$ cat config.mk
export PLATFORM = sky130hd
export DESIGN_NAME = psum_ctrl
export DESIGN_NICKNAME = d
export VERILOG_FILES = /design/src/rtl/psum_ctrl_pkg.sv /design/src/rtl/psum_addr_gen.sv /design/src/rtl/psum_ctrl.sv
export SDC_FILE = /design/constraint.sdc
export NUM_CORES = 1
export LEC_CHECK = 0
export ABC_CLOCK_PERIOD_IN_PS = 5100
export CORE_MARGIN = 5
export CORE_UTILIZATION = 30
export DETAILED_ROUTE_END_ITERATION = 12
export HOLD_SLACK_MARGIN = 0.06
export PLACE_DENSITY = 0.49
export SLEW_MARGIN = 20
export SYNTH_ARGS = -nofsm -noshare
export SYNTH_HDL_FRONTEND = slang
export SYNTH_HIERARCHICAL = 1
export SYNTH_SLANG_ARGS = --single-unit
$ cat constraint.sdc
create_clock -name clk -period 5.1 [get_ports clk]
set_clock_uncertainty 0.1 [all_clocks]
set_input_delay 1.02 -clock clk [delete_from_list [all_inputs] [get_ports clk]]
set_output_delay 1.02 -clock clk [all_outputs]
set_load 0.02 [all_outputs]
$ cat src/rtl/psum_ctrl_pkg.sv
// psum_ctrl_pkg: shared FSM state encodings, adder mode codes and datapath widths for psum_ctrl.
package psum_ctrl_pkg;

    localparam int PIX_BITS      = 10;
    localparam int CH_BITS       = 8;
    localparam int DATA_BITS     = 8;
    localparam int INTERNAL_BITS = 24;

    typedef enum logic [2:0] {
        S_IDLE,
        S_FIRST,
        S_ACC,
        S_LAST,
        S_FIN
    } state_t;

    typedef logic [1:0] mode_t;

    localparam mode_t MODE_FIRST = 2'b00;
    localparam mode_t MODE_ACC   = 2'b01;
    localparam mode_t MODE_LAST  = 2'b10;

    // Adder mode associated with a pass state; IDLE/FIN map to 00.
    function automatic mode_t state_mode(input state_t s);
        return (s == S_ACC) ? MODE_ACC : (s == S_LAST) ? MODE_LAST : MODE_FIRST;
    endfunction

endpackage

$ cat src/rtl/psum_addr_gen.sv
// psum_addr_gen: pixel/channel counters with wrap logic and latched job geometry.
//   clk, rst       clock, asynchronous active-high reset
//   load           accepted start: latch num_ch/num_pix, clear counters
//   num_ch/num_pix job geometry sampled on load
//   adv            one accepted beat
//   pix, ch        current pixel and channel-pass counters
//   pix_last       pix is the final pixel of the pass
//   next_last      the pass after this one is the final pass
//   one_pix        job has a single pixel per pass
module psum_addr_gen
    import psum_ctrl_pkg::*;
(
    input  logic                clk,
    input  logic                rst,
    input  logic                load,
    input  logic [CH_BITS-1:0]  num_ch,
    input  logic [PIX_BITS-1:0] num_pix,
    input  logic                adv,
    output logic [PIX_BITS-1:0] pix,
    output logic [CH_BITS-1:0]  ch,
    output logic                pix_last,
    output logic                next_last,
    output logic                one_pix
);

    logic [CH_BITS-1:0]  nch_q;
    logic [PIX_BITS-1:0] npix_q;

    assign pix_last  = pix == npix_q - 1'b1;
    assign next_last = ch + 1'b1 == nch_q - 1'b1;
    assign one_pix   = npix_q == 1'b1;

    always_ff @(posedge clk or posedge rst) begin
        if (rst) begin
            nch_q  <= '0;
            npix_q <= '0;
            pix    <= '0;
            ch     <= '0;
        end else if (load) begin
            nch_q  <= num_ch;
            npix_q <= num_pix;
            pix    <= '0;
            ch     <= '0;
        end else if (adv) begin
            pix <= pix_last ? '0 : pix + 1'b1;
            ch  <= pix_last ? ch + 1'b1 : ch;
        end
    end

endmodule

$ cat src/rtl/psum_ctrl.sv
// psum_ctrl: partial-sum accumulation controller sequencing psum buffer reads/writes and adder modes.
//   clk, rst                  clock, asynchronous active-high reset
//   start, num_ch, num_pix    job launch (sampled in IDLE) and geometry
//   pe_valid / pe_ready       PE beat handshake, transfer = pe_valid & pe_ready
//   mode, psum_zero           adder mode (00 first, 01 middle, 10 last) and psum operand zeroing
//   psum_rd_en/addr           buffer read issued in the transfer cycle
//   psum_wr_en/addr           adder result write, one cycle after the transfer
//   relu_en                   output ReLU on last-pass writes when PSUM_CTRL_RELU_EN is defined, else 0
//   busy, done, cfg_err       job status, end-of-job pulse, rejected-start pulse
module psum_ctrl
    import psum_ctrl_pkg::*;
(
    input  logic                clk,
    input  logic                rst,
    input  logic                start,
    input  logic [CH_BITS-1:0]  num_ch,
    input  logic [PIX_BITS-1:0] num_pix,
    input  logic                pe_valid,
    output logic                pe_ready,
    output logic [1:0]          mode,
    output logic                psum_zero,
    output logic                psum_rd_en,
    output logic [PIX_BITS-1:0] psum_rd_addr,
    output logic                psum_wr_en,
    output logic [PIX_BITS-1:0] psum_wr_addr,
    output logic                relu_en,
    output logic                busy,
    output logic                done,
    output logic                cfg_err
);

    state_t              state;
    logic                bubble;
    logic                zero_job;
    logic                s1_valid;
    mode_t               s1_mode;
    logic [PIX_BITS-1:0] s1_addr;
    logic [PIX_BITS-1:0] pix;
    logic [CH_BITS-1:0]  ch;
    logic                pix_last;
    logic                next_last;
    logic                one_pix;
    logic                ok_start;
    logic                active;
    logic                xfer;

    assign ok_start = state == S_IDLE && start && num_ch != '0 && num_pix != '0;
    assign active   = state == S_FIRST || state == S_ACC || state == S_LAST;
    assign pe_ready = active && !bubble;
    assign xfer     = pe_valid && pe_ready;

    psum_addr_gen u_addr_gen (
        .clk       (clk),
        .rst       (rst),
        .load      (ok_start),
        .num_ch    (num_ch),
        .num_pix   (num_pix),
        .adv       (xfer),
        .pix       (pix),
        .ch        (ch),
        .pix_last  (pix_last),
        .next_last (next_last),
        .one_pix   (one_pix)
    );

    // The first pass and single-pass jobs have no prior partial sum to fetch.
    assign psum_rd_en   = xfer && state != S_FIRST && !zero_job;
    assign psum_rd_addr = pix;
    assign psum_wr_en   = s1_valid;
    assign psum_wr_addr = s1_addr;
    // A write carries the mode of the pass its beat belonged to, even across a pass boundary.
    assign mode         = s1_valid ? s1_mode : state_mode(state);
    assign psum_zero    = zero_job;
    assign busy         = state != S_IDLE;

`ifdef PSUM_CTRL_RELU_EN
    assign relu_en = s1_valid && s1_mode == MODE_LAST;
`else
    assign relu_en = 1'b0;
`endif

    always_ff @(posedge clk or posedge rst) begin
        if (rst) begin
            state    <= S_IDLE;
            bubble   <= 1'b0;
            zero_job <= 1'b0;
            s1_valid <= 1'b0;
            s1_mode  <= MODE_FIRST;
            s1_addr  <= '0;
            done     <= 1'b0;
            cfg_err  <= 1'b0;
        end else begin
            done     <= 1'b0;
            cfg_err  <= 1'b0;
            s1_valid <= xfer;
            // With one pixel per pass the next read would hit the address being written.
            bubble   <= xfer && one_pix && state != S_LAST;
            if (xfer) begin
                s1_mode <= state_mode(state);
                s1_addr <= pix;
            end
            case (state)
                S_IDLE: begin
                    if (start && !ok_start)
                        cfg_err <= 1'b1;
                    if (ok_start) begin
                        zero_job <= num_ch == 1'b1;
                        state    <= num_ch == 1'b1 ? S_LAST : S_FIRST;
                    end
                end
                S_FIRST, S_ACC: begin
                    if (xfer && pix_last)
                        state <= next_last ? S_LAST : S_ACC;
                end
                S_LAST: begin
                    if (xfer && pix_last)
                        state <= S_FIN;
                end
                S_FIN: begin
                    if (s1_valid) begin
                        done     <= 1'b1;
                        zero_job <= 1'b0;
                        state    <= S_IDLE;
                    end
                end
                default: state <= S_IDLE;
            endcase
        end
    end

endmodule

==> results.sh, run 1 <==
export IMPL_io_pins=52
export IMPL_fin_crit_sh_pct=68.44
export IMPL_hold_viol_final=0
export IMPL_synthToLayoutAreaGrowth_pct=21.30
export IMPL_seq_area_frac_synth_pct=42.75
export IMPL_coreArea_um2=10790
export IMPL_crit_chain="clkdlybuf4s50_1 > nand2b_1 > nor3_1 > clkdlybuf4s50_1"
export IMPL_cts_tree="built"
export IMPL_cp_slowest_cell="clkdlybuf4s50_1"
export IMPL_maxCapViolCount=0
export IMPL_layout_common_cells="dfrtp_1 (56), clkdlybuf4s50_1 (50), mux2_2 (32)"
export IMPL_clkLatencyLatePin_ps=310
export IMPL_slew_viol_final=0
export IMPL_p_leak_uw=0.001615
export IMPL_grt_remaining_overflow=0
export IMPL_synth_area_top_cells="dfrtp_1 (43%), mux2_2 (11%), xnor2_1 (6.4%), xor2_1 (2.9%), and3_1 (2.3%)"
export IMPL_ir_drop_v=0.0001592
export IMPL_rows=38
export IMPL_finalWorstSetupSlack_ps=1609
export IMPL_layout_drive_gt1_share_pct=17.22
export IMPL_cts_sinks=56
export IMPL_synthFlopType="dfrtp_1"
export IMPL_synth_edf_count=0
export IMPL_start_kind="primary input"
export IMPL_n_antenna_cell=0
export IMPL_grt_max_degree=37
export IMPL_firstDrtPassIters=4
export IMPL_n_fill_cell=1108
export IMPL_dp_cells=492
export IMPL_cpMostUsedCell="clkdlybuf4s50_1"
export IMPL_path_class="in -> out"
export IMPL_setup_viol=0
export IMPL_p_comb_share_pct=48.0
export IMPL_ctsResizeCount=0
export IMPL_cp_max_fo=2
export IMPL_h_tree_depth=2
export IMPL_num_nets_final=386
export IMPL_synth_cell_types=55
export IMPL_switchingPower_uw=772.3
export IMPL_synth_top_area_cell="dfrtp_1"
export IMPL_avgSynthCellArea_um2=10.34
export IMPL_grt_pass1_vias=2392
export IMPL_clk_path_buf_depth=2
export IMPL_slew_limit_headroom_pct=47.99
export IMPL_ant_nets=0
export IMPL_worst_setup_path_end_kind="output pin"
export IMPL_max_freq_mhz=286.5
export IMPL_gp_congestion=0.7160
export IMPL_grt_pass1_wl_mm=12.61
export IMPL_slowest_delay_ps=640
export IMPL_cts_buffers=5
export IMPL_arrival_ps=2370
export IMPL_drt_wirelength_per_cell_um=14.69
export IMPL_pwr_share_clk_pct=13.4
export IMPL_grt_setup_unrepaired="no"
export IMPL_layout_min_cycle_time_ps=3491
export IMPL_die_area_um2=13120
export IMPL_power_density_nw_per_um2=480.4
export IMPL_synth_top_area_share_pct=42.75
export IMPL_netlist_area_um2=3278
export IMPL_antenna_found_initial=0
export IMPL_synth_seq_cells=56
export IMPL_avgViaCountPerCell=4.826
export IMPL_initial_core_util_pct=30.37
export IMPL_total_power_uw=1910
export IMPL_required_ps=3980
export IMPL_yosys_warnings=6
export IMPL_preCtsSetupSlack_ps=1254
export IMPL_synthCells=317
export IMPL_clkSlewWorstSetupHoldPaths_ps=110
export IMPL_port_buffer_count=50
export IMPL_switching_share_pct=40.43
export IMPL_intPower_uw=1138
export IMPL_die_x_um=114.5
export IMPL_track_usage_pct=11.87
export IMPL_fin_setup_tns_ps=0
export IMPL_hold_path_class="reg -> reg"
export IMPL_p_seq_share_pct=38.6
export IMPL_dp_hpwl_mm=5.462
export IMPL_final_cells=500
export IMPL_cts_hold_buf=0
export IMPL_syn_num_nets=344
export IMPL_wl_mm=7.344
export IMPL_dieHeight_um=114.5
export IMPL_worstMarginPinSlew_ps=779.3
export IMPL_cts_setup_buffers=0
export IMPL_cts_root_buf="clkbuf_8"
export IMPL_async_flop_share_pct=100.0
export IMPL_drcViolationCount=0
export IMPL_status="finished, final reports clean"
export IMPL_drt_iter0_drc=64
export IMPL_layout_commonest_cell="dfrtp_1"
export IMPL_via_count=2413
## worst max-delay path, delay by kind of cell
kind                   cells  cell delay (ps)
and+or+nand+nor            2              230
buffers and inverters      2             1120
## Yosys cell counts (2+ instances only)
library cell and n:
a21oi_1 2, clkbuf_1 8, buf_2 3, o21ai_0 11, buf_6 2, xnor2_1 24
nor4_1 10, or4_4 3, nand4_1 6, xor2_1 11, nor2b_1 8, clkbuf_2 3
ha_1 5, and4bb_2 2, nand3_1 10, nor3_1 13, nand3b_1 3, o32ai_1 3
nand2_1 12, dfrtp_1 56, nor2_1 19, and2_1 3, mux2_2 32, and3_1 12
buf_4 3, mux2i_1 3, nand2b_1 9, inv_1 11, or4_1 2, nor4b_1 2
o21a_1 2
## per-layer routing
metal	vias to the layer above	track usage (%)	share of wire [%]
li1	1206	-	-
met1	1171	16.30	49
met2	31	19.09	47
met3	5	2.378	3.5
met4	0	3.088	1.2
met5	-	0	0
## logic make-up after synthesis
| group | count (synthesis) | synth area share [%] |
|---|---|---|
| buffers and inverters | 30 | 4.465 |
| other | 1 | 0.1144 |
| AOI/OAI and AO/OA | 29 | 6.260 |
| DFF | 56 | 42.75 |
| muxes | 36 | 12.37 |
| adders and majority gates | 5 | 1.908 |
| and+or+nand+nor | 125 | 22.79 |
| xor gates and xnor gates | 35 | 9.351 |
## registers in the layout, summed over array words and instances, names as in the netlist
| name | count |
|---|---|
| bubble | 1 |
| u_addr_gen/nch_q | 8 |
| psum_wr_en | 1 |
| u_addr_gen/pix | 10 |
| state | 3 |
| cfg_err | 1 |
| u_addr_gen/npix_q | 10 |
| s1_mode | 2 |
| psum_zero | 1 |
| u_addr_gen/ch | 8 |
| psum_wr_addr | 10 |
| done | 1 |
## path summary, 6_finish.rpt
check	startpoint	endpoint	slack (ps)	depth (start not counted)
worst min-delay path	psum_wr_addr[9]$_DFFE_PP0N_	psum_wr_addr[9]$_DFFE_PP0N_	420	1
worst min register to register	psum_wr_addr[9]$_DFFE_PP0N_	psum_wr_addr[9]$_DFFE_PP0N_	420	1
worst max-delay path	pe_valid	psum_rd_en	1610	4
worst max register to register	u_addr_gen/npix_q[0]$_DFFE_PP0P_	state[1]$_DFFE_PP0P_	1920	11
max in group asynchronous	rst	psum_wr_addr[1]$_DFFE_PP0N_	3340	2
min in group asynchronous	rst	u_addr_gen/nch_q[2]$_DFFE_PP0P_	1040	3
## power by group through the flow
stage               clock [µW]  sequential [µW]  combinational (µW)
CTS                        268              738                 931
global placement             0              744                 912
floorplan                    0              704                 710
finish                     256              737                 917
detailed placement           0              748                 926
global route               291              761                1020
## stage by stage
stage	cell area, µm²	utilization [%]	hold WS, ps
floorplan	3278	-	380.5
global placement	3884	35.98	390.0
detailed placement	3884	35.98	399.1
CTS	3976	36.84	425.3
global route	3976	36.84	436.2
finish	3976	36.84	417.3
## final cells by class
type | instances | area (µm²) | area share, %
inverter | 11 | 41.29 | 1.038
tap | 140 | 175.2 | 4.405
clock buffer | 5 | 68.82 | 1.731
timing repair buffer | 54 | 530.5 | 13.34
multi-input combinational | 231 | 1735 | 43.64
sequential | 56 | 1401 | 35.24
clock inverter | 3 | 23.77 | 0.5979
(Power assumes the default switching activity.)
==> run 2: changes to the inputs <==
Settings changed: ABC_CLOCK_PERIOD_IN_PS 5100 to 2950, PLACE_DENSITY 0.49 to 0.5.
Clock period 5.1 ns to 2.95 ns, I/O delays scaled along.
==> run 2 against run 1 <==
  * Cell count up 3.4%
  * Global-route usage down 0.11 points
  * Critical path depth increased by 5
  * Register-to-register slack got worse by 1900 ps
  * Worst setup slack got worse by 1600 ps
  * Non-clock buffer count grew 17
  * Combinational power rose by 98%
  * Final area is 4.6% higher
  * Wire length up 3.0%
  * Worst hold slack got worse by 1.9 ps
  * Core utilization increased by 1.7 points
  * Highest routed layer unchanged
==> results.sh, run 2 (synthesis gave the netlist of run 1 again) <==
export IMPL_slew_limit_headroom_pct=48.29
export IMPL_worstReg2RegEnd="state[0]$_DFFE_PP0P_"
export IMPL_critical_path_startpoint="u_addr_gen/npix_q[1]$_DFFE_PP0P_"
export IMPL_dp_cells=507
export IMPL_layout_commonest_cell="dfrtp_1"
export IMPL_use_met3_pct=2.167
export IMPL_maxCapViolCount=0
export IMPL_ant_nets=0
export IMPL_cp_max_fo=4
export IMPL_initial_core_util_pct=30.37
export IMPL_layout_drive_gt1_share_pct=22.02
export IMPL_power_density_nw_per_um2=840.3
export IMPL_n_fill_cell=1079
export IMPL_total_power_uw=3495
export IMPL_ff2ff_path_depth=9
export IMPL_gp_congestion=0.7866
export IMPL_layout_min_cycle_time_ps=2935
export IMPL_slew_viol_final=0
export IMPL_cts_tree="built"
export IMPL_max_freq_mhz=340.7
export IMPL_ir_drop_v=0.0003063
export IMPL_grt_use_met1_pct=16.63
export IMPL_hold_path_class="reg -> reg"
export IMPL_firstDrtPassIters=4
export IMPL_worst_setup_path_end_kind="flip-flop"
export IMPL_arrival_ps=3050
export IMPL_rrSetupSlack_ps=10
export IMPL_coreArea_um2=10790
export IMPL_drcViolationCount=0
export IMPL_h_tree_depth=2
export IMPL_drt_iter0_drc=130
export IMPL_grt_max_degree=53
export IMPL_n_antenna_cell=0
export IMPL_drt_wirelength_per_cell_um=14.63
export IMPL_endpoint="state[0]$_DFFE_PP0P_"
export IMPL_clk_path_buf_depth=2
export IMPL_io_pins=52
export IMPL_hold_depth=1
export IMPL_cts_hold_buf=0
export IMPL_antenna_found_initial=0
export IMPL_setup_viol=0
export IMPL_via_count=2496
export IMPL_grt_pass1_vias=2514
export IMPL_final_cells=517
export IMPL_grt_setup_unrepaired="yes"
export IMPL_crit_chain="or4_4 > or4_4 > a21oi_4 > or2_4 > and2_4 > and3b_2 > o31ai_4 > o21a_1 > o311ai_1"
export IMPL_fin_setup_tns_ps=0
export IMPL_cts_root_buf="clkbuf_8"
export IMPL_fin_crit_sh_pct=99.49
export IMPL_worstMarginPinSlew_ps=774.8
export IMPL_layout_common_cells="dfrtp_1 (56), clkdlybuf4s50_1 (50), mux2_2 (32)"
export IMPL_cts_buffers=5
export IMPL_grt_use_met2_pct=18.01
export IMPL_port_buffer_count=50
export IMPL_fin_util_pct=38.53
export IMPL_num_nets_final=403
export IMPL_grt_pass1_wl_mm=12.47
export IMPL_wl_mm=7.564
export IMPL_cp_slowest_cell="or4_4"
export IMPL_clkLatencyLatePin_ps=320
export IMPL_dieHeight_um=114.5
export IMPL_track_usage_pct=11.76
export IMPL_slowest_delay_ps=590
export IMPL_hold_viol_final=0
export IMPL_die_area_um2=13120
export IMPL_cpMostUsedCell="or4_4"
export IMPL_dp_hpwl_mm=5.515
export IMPL_synthToLayoutAreaGrowth_pct=26.87
export IMPL_avgViaCountPerCell=4.828
export IMPL_status="finished, final reports clean"
export IMPL_grt_remaining_overflow=0
export IMPL_required_ps=3070
export IMPL_cts_sinks=56
export IMPL_busiest_layer="met2"
export IMPL_fin_hold_ws_ps=415.5
export IMPL_die_x_um=114.5
export IMPL_path_class="reg -> reg"
export IMPL_rows=38
export IMPL_r2r_start="u_addr_gen/npix_q[1]$_DFFE_PP0P_"
export IMPL_clkSlewWorstSetupHoldPaths_ps=110
export IMPL_start_kind="flip-flop"
export IMPL_p_leak_uw=0.001715
run 2: cell type report:
class | count | area (µm²) | area share (%)
clock inverters | 3 | 23.77 | 0.5716
clock buffers | 5 | 68.82 | 1.655
well taps | 140 | 175.2 | 4.212
inverters | 11 | 41.29 | 0.9928
flip-flops and latches | 56 | 1401 | 33.69
repair buffers | 71 | 683.2 | 16.43
multi-input cells | 231 | 1765 | 42.45
run 2: what timing repair did:
item / CTS / global route
resized for setup: 1 / 7
endpoints found under the setup margin: 2 / 2
hold endpoints to repair: 0 / 0
pin swaps: 0 / 9
setup buffers: 0 / 2
run 2: worst max-delay path: cells and delay by family (launching register included):
| kind | cells | cell delay (ps) |
|---|---|---|
| compound gates | 4 | 670 |
| flops | 1 | 430 |
| simple gates | 5 | 1640 |
run 2: worst min-delay path by stage:
stage,from,end,slack [ps]
finish,s1_mode[0]$_DFFE_PP0N_,s1_mode[0]$_DFFE_PP0N_,420
global route,psum_wr_addr[0]$_DFFE_PP0N_,psum_wr_addr[0]$_DFFE_PP0N_,440
CTS,s1_mode[0]$_DFFE_PP0N_,s1_mode[0]$_DFFE_PP0N_,420
detailed placement,psum_wr_addr[3]$_DFFE_PP0N_,psum_wr_addr[3]$_DFFE_PP0N_,400
global placement,psum_wr_addr[5]$_DFFE_PP0N_,psum_wr_addr[5]$_DFFE_PP0N_,390
floorplan,s1_mode[0]$_DFFE_PP0N_,s1_mode[0]$_DFFE_PP0N_,380
run 2: routing by layer:
metal	vias up	wire length, µm
met2	40	3422
li1	1240	-
met5	-	0
met1	1208	3787
met3	8	248
met4	0	106
run 2: through the flow:
stage          cell area [µm²]  setup WS (ps)
2_1_floorplan             3278          15.82
3_3_place_gp              4021          19.55
3_5_place_dp              4021         -34.31
4_1_cts                   4123      -0.007327
5_1_grt                   4159         -34.67
6_report                  4159          14.96
run 2: report_power, final:
| part | internal, µW | switching (µW) |
|---|---|---|
| logic | 954 | 870 |
| registers | 978 | 244 |
| clock network | 169 | 280 |
| total | 2100 | 1390 |
